==> config.mk <==
export PLATFORM = sky130hd
export DESIGN_NAME = pwm_ctrl_fsm
export DESIGN_NICKNAME = d
export VERILOG_FILES = /design/src/rtl/pwm_ctrl_fsm.sv
export SDC_FILE = /design/constraint.sdc
export NUM_CORES = 1
export LEC_CHECK = 0
export CAP_MARGIN = 5
export CORE_MARGIN = 2
export CORE_UTILIZATION = 30
export CTS_CLUSTER_SIZE = 30
export DETAILED_ROUTE_END_ITERATION = 6
export RECOVER_POWER = 50
export SLEW_MARGIN = 20
export SYNTH_ARGS = -nofsm -noshare
export SYNTH_HDL_FRONTEND = slang
export SYNTH_SLANG_ARGS = --single-unit
==> constraint.sdc <==
create_clock -name clk -period 3.9 [get_ports clk]
set_input_delay 0.39 -clock clk [delete_from_list [all_inputs] [get_ports clk]]
set_output_delay 0.39 -clock clk [all_outputs]
set_load 0.1 [all_outputs]
==> src/rtl/pwm_ctrl_fsm.sv <==
// Sequencing controller for a 16-bit PWM datapath: config handshake, shadow
// register, boundary-aligned loads and registered PWM output. Optional macro: PWM_PERIOD_IRQ_EN.
module pwm_ctrl_fsm #(
    parameter int WIDTH = 16
) (
    input  logic             clk,
    input  logic             reset,
    input  logic             en,
    input  logic             cfg_valid,
    output logic             cfg_ready,
    input  logic [WIDTH-1:0] cfg_period,
    input  logic [WIDTH-1:0] cfg_active,
    output logic             cfg_err,
    input  logic             isEq0,
    input  logic             isEq1,
    output logic [WIDTH-1:0] periodIn,
    output logic [WIDTH-1:0] activeIn,
    output logic             loadReg,
    output logic             loadCNT,
    output logic             pwm_out,
    output logic             busy
`ifdef PWM_PERIOD_IRQ_EN
    ,
    output logic             period_irq
`endif
);

    typedef enum logic [1:0] {
        IDLE     = 2'd0,
        LOAD_REG = 2'd1,
        LOAD_CNT = 2'd2,
        RUN      = 2'd3
    } state_t;

    state_t state_q, state_d;

    logic             pending_q, pending_d;
    logic             has_cfg_q, has_cfg_d;
    logic [WIDTH-1:0] shadow_period_q, shadow_period_d;
    logic [WIDTH-1:0] shadow_active_q, shadow_active_d;
    logic [WIDTH-1:0] period_q, period_d;
    logic [WIDTH-1:0] active_q, active_d;
    logic             cfg_err_q, cfg_err_d;
    logic             load_reg_q, load_reg_d;
    logic             load_cnt_q, load_cnt_d;
    logic             pwm_q, pwm_d;
    logic             busy_q, busy_d;
    logic             cfg_accept;
`ifdef PWM_PERIOD_IRQ_EN
    logic             irq_q, irq_d;
`endif

    // The active phase can never be longer than the period itself.
    function automatic logic [WIDTH-1:0] clamp_active(input logic [WIDTH-1:0] act,
                                                      input logic [WIDTH-1:0] per);
        return (act > per) ? per : act;
    endfunction

    assign cfg_ready  = !pending_q;
    assign cfg_accept = cfg_valid && !pending_q;

    always_ff @(posedge clk or negedge reset) begin
        if (!reset) begin
            state_q <= IDLE;
        end else begin
            state_q <= state_d;
        end
    end

    always_comb begin
        state_d = state_q;
        if (!en) begin
            state_d = IDLE;
        end else begin
            case (state_q)
                IDLE: begin
                    if (pending_q) begin
                        state_d = LOAD_REG;
                    end else if (has_cfg_q) begin
                        state_d = LOAD_CNT;
                    end
                end
                LOAD_REG: state_d = LOAD_CNT;
                LOAD_CNT: state_d = RUN;
                RUN: begin
                    if (isEq0) begin
                        state_d = pending_q ? LOAD_REG : LOAD_CNT;
                    end
                end
                default: state_d = IDLE;
            endcase
        end
    end

    // Shadow capture and boundary transfer; entering LOAD_REG needs pending,
    // which blocks the handshake, so the two branches never coincide.
    always_comb begin
        pending_d       = pending_q;
        has_cfg_d       = has_cfg_q;
        shadow_period_d = shadow_period_q;
        shadow_active_d = shadow_active_q;
        period_d        = period_q;
        active_d        = active_q;
        cfg_err_d       = cfg_accept && (cfg_period == '0);
        if (state_d == LOAD_REG) begin
            period_d  = shadow_period_q;
            active_d  = shadow_active_q;
            pending_d = 1'b0;
            has_cfg_d = 1'b1;
        end else if (cfg_accept && (cfg_period != '0)) begin
            shadow_period_d = cfg_period;
            shadow_active_d = clamp_active(cfg_active, cfg_period);
            pending_d       = 1'b1;
        end
    end

    always_comb begin
        load_reg_d = (state_d == LOAD_REG);
        load_cnt_d = (state_d == LOAD_CNT);
        busy_d     = (state_d != IDLE);
        // Leaving RUN (isEq0 or en low) forces 0, so clear wins over set.
        pwm_d      = 1'b0;
        if ((state_q == RUN) && (state_d == RUN)) begin
            pwm_d = isEq1 | pwm_q;
        end
`ifdef PWM_PERIOD_IRQ_EN
        irq_d = (state_d == LOAD_REG) ||
                ((state_q == RUN) && isEq0 && (state_d != IDLE));
`endif
    end

    always_ff @(posedge clk or negedge reset) begin
        if (!reset) begin
            pending_q       <= 1'b0;
            has_cfg_q       <= 1'b0;
            shadow_period_q <= '0;
            shadow_active_q <= '0;
            period_q        <= '0;
            active_q        <= '0;
            cfg_err_q       <= 1'b0;
            load_reg_q      <= 1'b0;
            load_cnt_q      <= 1'b0;
            pwm_q           <= 1'b0;
            busy_q          <= 1'b0;
`ifdef PWM_PERIOD_IRQ_EN
            irq_q           <= 1'b0;
`endif
        end else begin
            pending_q       <= pending_d;
            has_cfg_q       <= has_cfg_d;
            shadow_period_q <= shadow_period_d;
            shadow_active_q <= shadow_active_d;
            period_q        <= period_d;
            active_q        <= active_d;
            cfg_err_q       <= cfg_err_d;
            load_reg_q      <= load_reg_d;
            load_cnt_q      <= load_cnt_d;
            pwm_q           <= pwm_d;
            busy_q          <= busy_d;
`ifdef PWM_PERIOD_IRQ_EN
            irq_q           <= irq_d;
`endif
        end
    end

    assign periodIn = period_q;
    assign activeIn = active_q;
    assign cfg_err  = cfg_err_q;
    assign loadReg  = load_reg_q;
    assign loadCNT  = load_cnt_q;
    assign pwm_out  = pwm_q;
    assign busy     = busy_q;
`ifdef PWM_PERIOD_IRQ_EN
    assign period_irq = irq_q;
`endif

    a_no_load_overlap: assert property (@(posedge clk) disable iff (!reset)
        !(load_reg_q && load_cnt_q));

endmodule

==> run_results.csv <==
group,metric,value,unit
logic_synthesis,synthCells,321,
logic_synthesis,synthTopCellsByCount,"dfrtp_1, nand2_1, mux2_1",
timing,skew,5.42,ps
die,dieArea,0.0129,mm^2
logic_synthesis,syn_area,0.00359,mm^2
logic_synthesis,synthXorXnorAreaFrac,0,%
routing,vias,2776,
power_and_ir_drop,power.density,936,mW/mm^2
logic_synthesis,synthFlopType,"dfrtp_1",
timing,slew_headroom,-21.6,%
min_path,min_from,"shadow_period_q[6]",
logic_synthesis,synth_mux_area_share,10.0,%
power_and_ir_drop,sequentialPowerShare,29.1,%
critical_path,crit_path_end_kind,"flip-flop",
global_route,grt_pass1_wl,14.8,mm
logic_synthesis,ys_seq_area_share,50.8,%
timing,setup_viol,0,
power_and_ir_drop,pwr-share-clk,18.7,%
die,die_w,113,um
die,num_io_pins,76,
routing,dr.pass1.iters,4,
placement,gp_congestion,0.890,
logic_synthesis,async_flop_share,100,%
outcome,failed_checks,"capacitance limit, slew limit",
timing,timing.final.hold_violations,0,
power_and_ir_drop,p_sw,2.22,mW
flow_run,maxCapViolCount,1,
routing,drc,0,
routing,ant_nets,0,
clock_network,clkTransAtPathRegs,60,ps
critical_path,path_cells,"clkdlybuf4s50_1, inv_1, ha_1, nand4_1, nor2_1, a221o_1, o311ai_0, nand3_1",
clock_network,cts_buffers,9,
clock_network,clk_latency,330,ps
logic_synthesis,postSynthNetCount,375,
cells_and_area,drive_gt1_share,10.1,%
cells_and_area,antenna_cells,0,
routing,drtIter0Drc,144,
critical_path,cp_top_family,"compound AO/OA/AOI/OAI gates",
clock_network,clockBufferDepth,2,
routing,routed_wl,9.20,mm
clock_network,holdBufCountCts,0,
outcome,outcome,"finished with violations",
power_and_ir_drop,intPower,2.21,mW
logic_synthesis,syn_avg_cell_area,11.2,um^2
global_route,antenna_found_initial,0,
logic_synthesis,synth_edf_count,0,
critical_path,critPathMaxFanout,32,
clock_network,cts.root.buffer_cell,"clkbuf_16",
clock_network,cts_tree,"done",
timing,setup_ws,1090,ps
logic_synthesis,synth_top_area_share,50.8,%
cells_and_area,nets,446,
timing,tns,0,ps
routing,wire_per_inst,17.0,um
logic_synthesis,synthAdderAreaFrac,5.57,%
power_and_ir_drop,netSwitchingFraction,50.1,%
timing,min_period_over_period,72.1,%
min_path,hold_end,"shadow_period_q[6]",
critical_path,slowest_stage,"a221o_1",
critical_path,crit_path_start_kind,"input pin",
critical_path,r2r_start,"state_q[0]",
routing,routed_via_density,5.14,
placement,portBuffers,75,
die,start_util,31.1,%
die,rows,39,
placement,pre_cts_slack,760,ps
timing,rsz0062_at_grt,"no",
cells_and_area,syn2layout_area_growth,31.9,%
global_route,grt_max_degree,74,
timing,timing.fmax,356,MHz
clock_network,cts_setup_buffers,0,
logic_synthesis,synth_top_family_by_area,"compound AO/OA/AOI/OAI gates",
critical_path,path_class,"in2reg",
logic_synthesis,synth-seq-cells,73,
critical_path,path_buf_inv,2,
global_route,grt_overflow,0,
power_and_ir_drop,power_leakage,2.04,nW
logic_synthesis,synth_area_leaders,"dfrtp_1, mux2_1, ha_1",
global_route,gr-usage-all-layers,14.7,%
critical_path,critPathMaxStageDelay,640,ps
critical_path,cp_data_required_time,4090,ps
timing,worst_slew_pin_slew,1820,ps
die,fp.dieH,113,um
timing,drv_slew,74,
power_and_ir_drop,pwr-share-comb,52.2,%
power_and_ir_drop,vdd_ir_drop_max,0.449,mV
critical_path,reg2reg_slack,1560,ps
global_route,grt_pass1_vias,2867,
min_path,min_path_type,"reg2reg",
logic_synthesis,synth.distinct_cells,39,
critical_path,worstReg2RegEnd,"periodIn[15]",
logic_synthesis,synth_area_leader_cell,"dfrtp_1",
clock_network,cts_resized,0,
die,coreArea,0.0116,mm^2
min_path,min_path_cells,2,
clock_network,h-tree-depth,3,
timing,period_minus_slack,2810,ps
logic_synthesis,synth_compound_area_share,14.2,%
critical_path,arrival,3000,ps
critical_path,reg2regPathDepth,5,
placement,place_hpwl,6.61,mm
logic_synthesis,yosys.area_share.simple,13.6,%
logic_synthesis,yosys_warnings,0,
clock_network,cts.sinks,73,
logic_synthesis,yosysMostFrequentCell,"dfrtp_1",
placed cells by master (no fill, tap or decap), drive strengths merged, types with 2 or more instances in the layout:
master,instances
mux2,32
clkbuf,11
nand4,5
ha,16
o21ai,16
nand2,37
nor4,5
a21oi,8
clkdlybuf4s50,72
a21o,2
o211ai,2
a22oi,16
inv,22
buf,5
o311ai,16
clkinv,4
or4,16
nor2,5
dlygate4sd3,2
dfrtp,73
nand3,18
registers in the layout, summed over array words and instances, names as in the netlist:
signal           flops
shadow_period_q     16
has_cfg_q            1
pending_q            1
shadow_active_q     16
loadCNT              1
loadReg              1
periodIn            16
busy                 1
activeIn            16
pwm_out              1
state_q              2
cfg_err              1
kinds of logic (layout without fill, tap and decap cells):
family | Yosys count | after routing
compound gates | 67 | 67
mux | 32 | 32
fa+ha+maj | 16 | 16
buf+inv | 42 | 118
simple gates | 91 | 91
flops | 73 | 73
layer usage:
layer / global-route usage (%) / wire (um) / vias up / part of all wire, %
met5: 0 / 0 / - / 0
met4: 4.63 / 112 / 0 / 1.2
met3: 3.35 / 431 / 9 / 4.7
met2: 23.6 / 4390 / 80 / 48
met1: 19.9 / 4260 / 1348 / 46
li1: - / - / 1339 / -
stage by stage:
step / hold WS (ps) / instances / total power, mW / util (%) / cell area (um^2)
floorplan: 94.4 / 321 / 3.05 / - / 3590
global placement: 457 / 524 / 3.61 / 38.5 / 4450
detailed placement: 466 / 524 / 3.64 / 38.5 / 4450
CTS: 246 / 540 / 4.48 / 41.1 / 4750
global route: 497 / 540 / 4.64 / 41.0 / 4740
finish: 477 / 540 / 4.44 / 41.0 / 4740
cell type report:
| cell class | count | area [um^2] |
|---|---|---|
| Sequential cell | 73 | 1830 |
| Clock buffer | 9 | 225 |
| Clock inverter | 7 | 70.1 |
| Timing Repair Buffer | 81 | 788 |
| Fill cell | 1128 | 6830 |
| Tap cell | 143 | 179 |
| Inverter | 21 | 78.8 |
| Multi-Input combinational cell | 206 | 1570 |
worst max-delay path by stage:
| stage | end | from | cells after the start |
|---|---|---|---|
| after floorplan | shadow_active_q[11] | cfg_period[14] | 8 |
| after global routing | shadow_active_q[4] | cfg_period[14] | 8 |
| after detailed placement | shadow_active_q[4] | cfg_period[14] | 8 |
| after global placement | shadow_active_q[4] | cfg_period[14] | 8 |
| after CTS | shadow_active_q[4] | cfg_period[14] | 8 |
| final | shadow_active_q[4] | cfg_period[14] | 8 |
tightest hold or removal path, delay by kind of cell, from the launching register on:
family          cells  cell delay (ps)
flops               1              340
compound gates      1               60
simple gates        1               40
power by group through the flow:
stage	sequential [mW]	clock, mW	combinational (mW)
6_report	1.29	0.828	2.32
5_1_grt	1.33	0.873	2.43
4_1_cts	1.30	0.842	2.34
3_5_place_dp	1.31	0	2.34
3_3_place_gp	1.30	0	2.31
2_1_floorplan	2.46	0	0.582
Power figures use the tool's default switching activity.
